$ cat src/rtl/mul_ctrl_if.sv
// Handshake bundle between the repeated-addition multiplier controller and its
// environment: commands in, datapath strobes and status out.
interface mul_ctrl_if #(
    parameter int WIDTH = 16
);
    logic             start;
    logic             abort;
    logic             eqz;
    logic             ld_a;
    logic             ld_b;
    logic             clr_p;
    logic             ld_p;
    logic             dec_b;
    logic             busy;
    logic             done;
    logic [WIDTH-1:0] iter_cnt;

    modport master (
        output start, abort, eqz,
        input  ld_a, ld_b, clr_p, ld_p, dec_b, busy, done, iter_cnt
    );

    modport slave (
        input  start, abort, eqz,
        output ld_a, ld_b, clr_p, ld_p, dec_b, busy, done, iter_cnt
    );
endinterface

$ cat src/rtl/mul_ctrl.sv
// Moore controller for the repeated-addition multiplier: loads A and B, clears P,
// then alternates CHECK/ADD until B reaches zero, counting the ADD cycles.
module mul_ctrl #(
    parameter int WIDTH = 16
) (
    input  logic     clk,
    input  logic     rst_n,
    mul_ctrl_if.slave ctl
);
    localparam logic [2:0] S_IDLE   = 3'd0;
    localparam logic [2:0] S_LOAD_A = 3'd1;
    localparam logic [2:0] S_LOAD_B = 3'd2;
    localparam logic [2:0] S_CHECK  = 3'd3;
    localparam logic [2:0] S_ADD    = 3'd4;
    localparam logic [2:0] S_DONE   = 3'd5;

    localparam logic [WIDTH-1:0] CNT_MAX = '1;

    logic [2:0]       state_q, state_d;
    logic [WIDTH-1:0] iter_cnt_q, iter_cnt_d;

    // Abort wins over every other exit from a busy state; DONE always completes.
    always_comb begin
        state_d = state_q;
        case (state_q)
            S_IDLE:   if (ctl.start) state_d = S_LOAD_A;
            S_LOAD_A: state_d = ctl.abort ? S_IDLE : S_LOAD_B;
            S_LOAD_B: state_d = ctl.abort ? S_IDLE : S_CHECK;
            S_CHECK: begin
                if (ctl.abort)    state_d = S_IDLE;
                else if (ctl.eqz) state_d = S_DONE;
                else              state_d = S_ADD;
            end
            S_ADD:    state_d = ctl.abort ? S_IDLE : S_CHECK;
            S_DONE:   state_d = S_IDLE;
            default:  state_d = S_IDLE;
        endcase
    end

    // The count updates on leaving LOAD_B/ADD whatever the next state is, so an
    // aborted ADD is still counted.
    always_comb begin
        iter_cnt_d = iter_cnt_q;
        if (state_q == S_LOAD_B) begin
            iter_cnt_d = '0;
        end else if (state_q == S_ADD && iter_cnt_q != CNT_MAX) begin
            iter_cnt_d = iter_cnt_q + WIDTH'(1);
        end
    end

    always_ff @(posedge clk or negedge rst_n) begin
        if (!rst_n) begin
            state_q    <= S_IDLE;
            iter_cnt_q <= '0;
        end else begin
            state_q    <= state_d;
            iter_cnt_q <= iter_cnt_d;
        end
    end

    assign ctl.ld_a     = (state_q == S_LOAD_A);
    assign ctl.ld_b     = (state_q == S_LOAD_B);
    assign ctl.clr_p    = (state_q == S_LOAD_B);
    assign ctl.ld_p     = (state_q == S_ADD);
    assign ctl.dec_b    = (state_q == S_ADD);
    assign ctl.done     = (state_q == S_DONE);
    assign ctl.busy     = (state_q != S_IDLE);
    assign ctl.iter_cnt = iter_cnt_q;
endmodule

$ cat src/flat_wrapper.sv
// flat-port wrapper written by rule: the top's interface ports become plain ports
module mul_ctrl_flat 
#(
    parameter int WIDTH = 16
)
  (clk, rst_n, ctl_start, ctl_abort, ctl_eqz, ctl_ld_a, ctl_ld_b, ctl_clr_p, ctl_ld_p, ctl_dec_b, ctl_busy, ctl_done, ctl_iter_cnt);
  mul_ctrl_if #(.WIDTH(WIDTH)) ctl_i ();
  input  logic clk;
  input  logic rst_n;
  input wire logic [$bits(ctl_i.start)-1:0] ctl_start;
  input wire logic [$bits(ctl_i.abort)-1:0] ctl_abort;
  input wire logic [$bits(ctl_i.eqz)-1:0] ctl_eqz;
  output wire logic [$bits(ctl_i.ld_a)-1:0] ctl_ld_a;
  output wire logic [$bits(ctl_i.ld_b)-1:0] ctl_ld_b;
  output wire logic [$bits(ctl_i.clr_p)-1:0] ctl_clr_p;
  output wire logic [$bits(ctl_i.ld_p)-1:0] ctl_ld_p;
  output wire logic [$bits(ctl_i.dec_b)-1:0] ctl_dec_b;
  output wire logic [$bits(ctl_i.busy)-1:0] ctl_busy;
  output wire logic [$bits(ctl_i.done)-1:0] ctl_done;
  output wire logic [$bits(ctl_i.iter_cnt)-1:0] ctl_iter_cnt;
  assign ctl_i.start = ctl_start;
  assign ctl_i.abort = ctl_abort;
  assign ctl_i.eqz = ctl_eqz;
  assign ctl_ld_a = ctl_i.ld_a;
  assign ctl_ld_b = ctl_i.ld_b;
  assign ctl_clr_p = ctl_i.clr_p;
  assign ctl_ld_p = ctl_i.ld_p;
  assign ctl_dec_b = ctl_i.dec_b;
  assign ctl_busy = ctl_i.busy;
  assign ctl_done = ctl_i.done;
  assign ctl_iter_cnt = ctl_i.iter_cnt;
  mul_ctrl #(.WIDTH(WIDTH)) u_core (.clk(clk), .rst_n(rst_n), .ctl(ctl_i));
endmodule
$ cat config.mk
export PLATFORM = sky130hd
export DESIGN_NAME = mul_ctrl_flat
export DESIGN_NICKNAME = d
export VERILOG_FILES = /design/src/rtl/mul_ctrl_if.sv /design/src/rtl/mul_ctrl.sv /design/src/flat_wrapper.sv
export SDC_FILE = /design/constraint.sdc
export NUM_CORES = 1
export LEC_CHECK = 0
export BUFFER_PORTS_ARGS = -buffer_cell sky130_fd_sc_hd__buf_2
export CAP_MARGIN = 20
export CORE_MARGIN = 2
export CORE_UTILIZATION = 53
export CTS_BUF_LIST = sky130_fd_sc_hd__clkbuf_8 sky130_fd_sc_hd__clkbuf_16
export CTS_CLUSTER_SIZE = 25
export DETAILED_ROUTE_END_ITERATION = 7
export PLACE_DENSITY = 0.79
export SYNTH_ARGS = -nofsm -noshare
export SYNTH_HDL_FRONTEND = slang
export SYNTH_SLANG_ARGS = --single-unit
$ cat constraint.sdc
create_clock -name clk -period 2.7 [get_ports clk]
set_input_delay 0.405 -clock clk [delete_from_list [all_inputs] [get_ports clk]]
set_output_delay 0.405 -clock clk [all_outputs]
set_load 0.005 [all_outputs]
==> run_results.csv <==
group,metric,value,unit
yosys,synthTopCellsByArea,"dfrtp_1 (41%), mux2i_1 (6.9%), nand2_1 (5.5%)",
sta,timing.final.crit_share,0.763,
route,vias_per_cell,6.16,
cells_and_area,nNetsFinal,156,
cts,clk_path_buf_depth,2,
sta,setup_tns,0,ns
cts,postCtsSetupBuffers,0,
sta,skew,0.00365,ns
worst_setup_path,crit_type,"flop to output port",
power_and_ir_drop,power,0.000717,W
cts,tritoncts,"built",
cts,clk_latency,0.25,ns
cells_and_area,fillers,175,
worst_setup_path,cp.required,2.30,ns
yosys,synth_top_cell_by_area,"dfrtp_1",
route,dr.pass1.iters,4,
sta,slew_headroom,0.628,
power_and_ir_drop,peakVddDrop,0.438,mV
status,outcome,"finished, final reports clean",
sta,slew_viol_final,0,
cells_and_area,drive_gt1_frac,0.228,
route,drt-initial-drc-count,49,
cts,clkSlewWorstSetupHoldPaths,0.07,ns
run,drv_cap,0,
yosys,ys_ff_latch,19,
floorplan,die_w,50.9,um
yosys,syn_avg_cell_area,9.24,um2
cells_and_area,area_delta_synth_final,13.5,%
cts,cts_buffers,3,
worst_setup_path,start_kind,"flop",
yosys,synth_flop_cell,"dfrtp_1",
sta,hold_viol,0,
placed_design,dp_hpwl,1830,um
global_routing,grt_start_max_net_pins,20,
worst_setup_path,end_kind,"output port",
cts,htreeDepth,1,
cts,cts_resized,0,
global_routing,antenna_found_initial,0,
cts,cts_sinks,19,
global_routing,grt-ovfl-total,0,
sta,fin_crit,2.06,ns
sta,worst_pin_slew,0.555,ns
floorplan,core,2020,um2
power_and_ir_drop,power_density,542,nW/um2
sta,finalWorstSetupSlack,0.640,ns
placed_design,placed_cells,172,
yosys,synth_cell_types,35,
global_routing,grt_pass1_wl,4370,um
worst_setup_path,path_max_fanout,12,
cells_and_area,antennaDiodeCount,0,
worst_setup_path,ff2ff_path_depth,5,
floorplan,ios,28,
route,routedWlPerCell,14.9,um
global_routing,grt_pass1_vias,954,
floorplan,die_h,50.9,um
worst_setup_path,cp.arrival,1.65,ns
yosys,synth_area,1160,um2
sta,setup_viol,0,
yosys,yosysSeqAreaShare,0.408,
placed_design,place_congestion,0.963,
yosys,synth_async_sr_flop_share,1.00,
yosys,yosysTopAreaCellShare,0.408,
floorplan,rows,16,
route,route.detailed.drc,0,
cts,cts_hold_buf,0,
worst_hold_path,worstHoldPathType,"primary input to async pin",
placed_design,pre_cts_slack,0.863,ns
yosys,synth_edf_count,0,
floorplan,dieArea,2590,um2
route,route.vias.total,1085,
yosys,syn_inst,126,
cts,cts-root-buf,"clkbuf_8",
floorplan,initial_utilization,0.576,
cells_and_area,finalNonFillerCells,176,
route,wl,2630,um
yosys,ys_warn_count,0,
power_and_ir_drop,leakage,0.655,nW
global_routing,track_usage,0.221,
placed_design,io_buffers,27,
route,ant_nets,0,
yosys,syn-num-nets,132,
sta,max_freq,0.486,GHz
sta,rsz0062_at_grt,"no",
[state kept, by name (all words and copies together) (netlist names)]
signal               cells
u_core.ctl.iter_cnt     16
u_core.state_q           3
[cell type report]
type                    instances  area [um2]  area share
well taps                      27        33.8      0.0255
inverters                       9        33.8      0.0255
flip-flops and latches         19         475       0.360
clock inverters                 1        3.75     0.00284
clock buffers                   3        41.3      0.0312
multi-input cells              90         599       0.453
repair buffers                 27         135       0.102
[cell usage after synthesis (2+ instances only)]
library cell,n
and4_4,2
o31ai_1,3
a21oi_1,3
nor2_1,4
or4_1,6
nand2b_1,5
o2111ai_1,2
buf_4,2
nand3_1,6
dfrtp_1,19
o211ai_1,3
nand4_1,3
inv_1,9
mux2i_1,8
o221ai_1,3
buf_2,3
o21ai_1,2
nand2_1,17
or3_1,3
and3_1,4
and4_1,4
buf_6,2
[worst max-delay path, cell delays in order (launching register included)]
cell,delay [ns]
dfrtp_1,0.48
or3b_2,0.63
inv_1,0.17
buf_2,0.13
[metal layers]
metal  up-vias  global-route usage  routed length, um
met3         4              0.0556                162
met4         0              0.0631                 20
met5         -                   0                  0
met2        43               0.329               1210
li1        510                   -                  -
met1       528               0.320               1230
[worst paths after layout]
| kind | from | endpoint | slack (ns) |
|---|---|---|---|
| worst min-delay path | rst_n | u_core.ctl.iter_cnt[12] | 0.07 |
| min in group clk | ctl_abort | u_core.state_q[0] | 0.37 |
| max in group asynchronous | rst_n | u_core.state_q[1] | 2.33 |
| worst min register to register | u_core.ctl.iter_cnt[6] | u_core.ctl.iter_cnt[6] | 0.53 |
| worst max register to register | u_core.ctl.iter_cnt[0] | u_core.ctl.iter_cnt[15] | 0.80 |
| worst max-delay path | u_core.state_q[1] | ctl_clr_p | 0.64 |
[per-stage QoR]
stage | hold WS, ns | instance area (um2) | util
detailed placement | 0.361 | 1280 | 0.632
global route | 0.110 | 1320 | 0.654
floorplan | 0.109 | 1160 | -
finish | 0.0740 | 1320 | 0.654
global placement | 0.357 | 1280 | 0.632
CTS | 0.0886 | 1320 | 0.654
[logic make-up after synthesis]
kind of cell,count (synthesis),synth area share
and+or+nand+nor,59,0.292
AOI/OAI and AO/OA,21,0.135
DFF,19,0.408
buffers and inverters,17,0.0773
muxes,8,0.0687
xor gates and xnor gates,1,0.00752
adders and majority gates,1,0.0107
[placed cells by master, fill, tap and decap left out]
cell | synthesis | layout
a2111oi_2 | 1 | 1
o21ai_1 | 2 | 2
mux2i_1 | 8 | 8
o31ai_1 | 3 | 3
nor3_1 | 1 | 1
and2_1 | 1 | 1
or4_1 | 6 | 6
nor2_1 | 4 | 4
a31oi_1 | 1 | 1
o221ai_1 | 3 | 3
xnor2_1 | 1 | 1
o311ai_0 | 1 | 1
o2111ai_1 | 2 | 2
inv_1 | 9 | 10
a21oi_1 | 3 | 3
dfrtp_1 | 19 | 19
and3b_1 | 1 | 1
o22ai_1 | 1 | 1
and4_4 | 2 | 2
clkbuf_8 | 0 | 3
or3b_2 | 1 | 1
nand2b_1 | 5 | 5
nand3_1 | 6 | 6
o211ai_1 | 3 | 3
or3_1 | 3 | 3
buf_2 | 3 | 27
and4_1 | 4 | 4
nand2_1 | 17 | 17
nand4_1 | 3 | 3
o21a_1 | 1 | 1
ha_1 | 1 | 1
nor4_1 | 1 | 1
and3_1 | 4 | 4
[power breakdown]
group / internal [W] / leakage, nW / total [W] / switching, W
clock network: 0.000101 / 0.0269 / 0.000189 / 0.0000879
logic: 0.0000776 / 0.365 / 0.000186 / 0.000108
registers: 0.000306 / 0.263 / 0.000342 / 0.0000364
total: 0.000484 / 0.655 / 0.000717 / 0.000232
(Power assumes the default switching activity.)
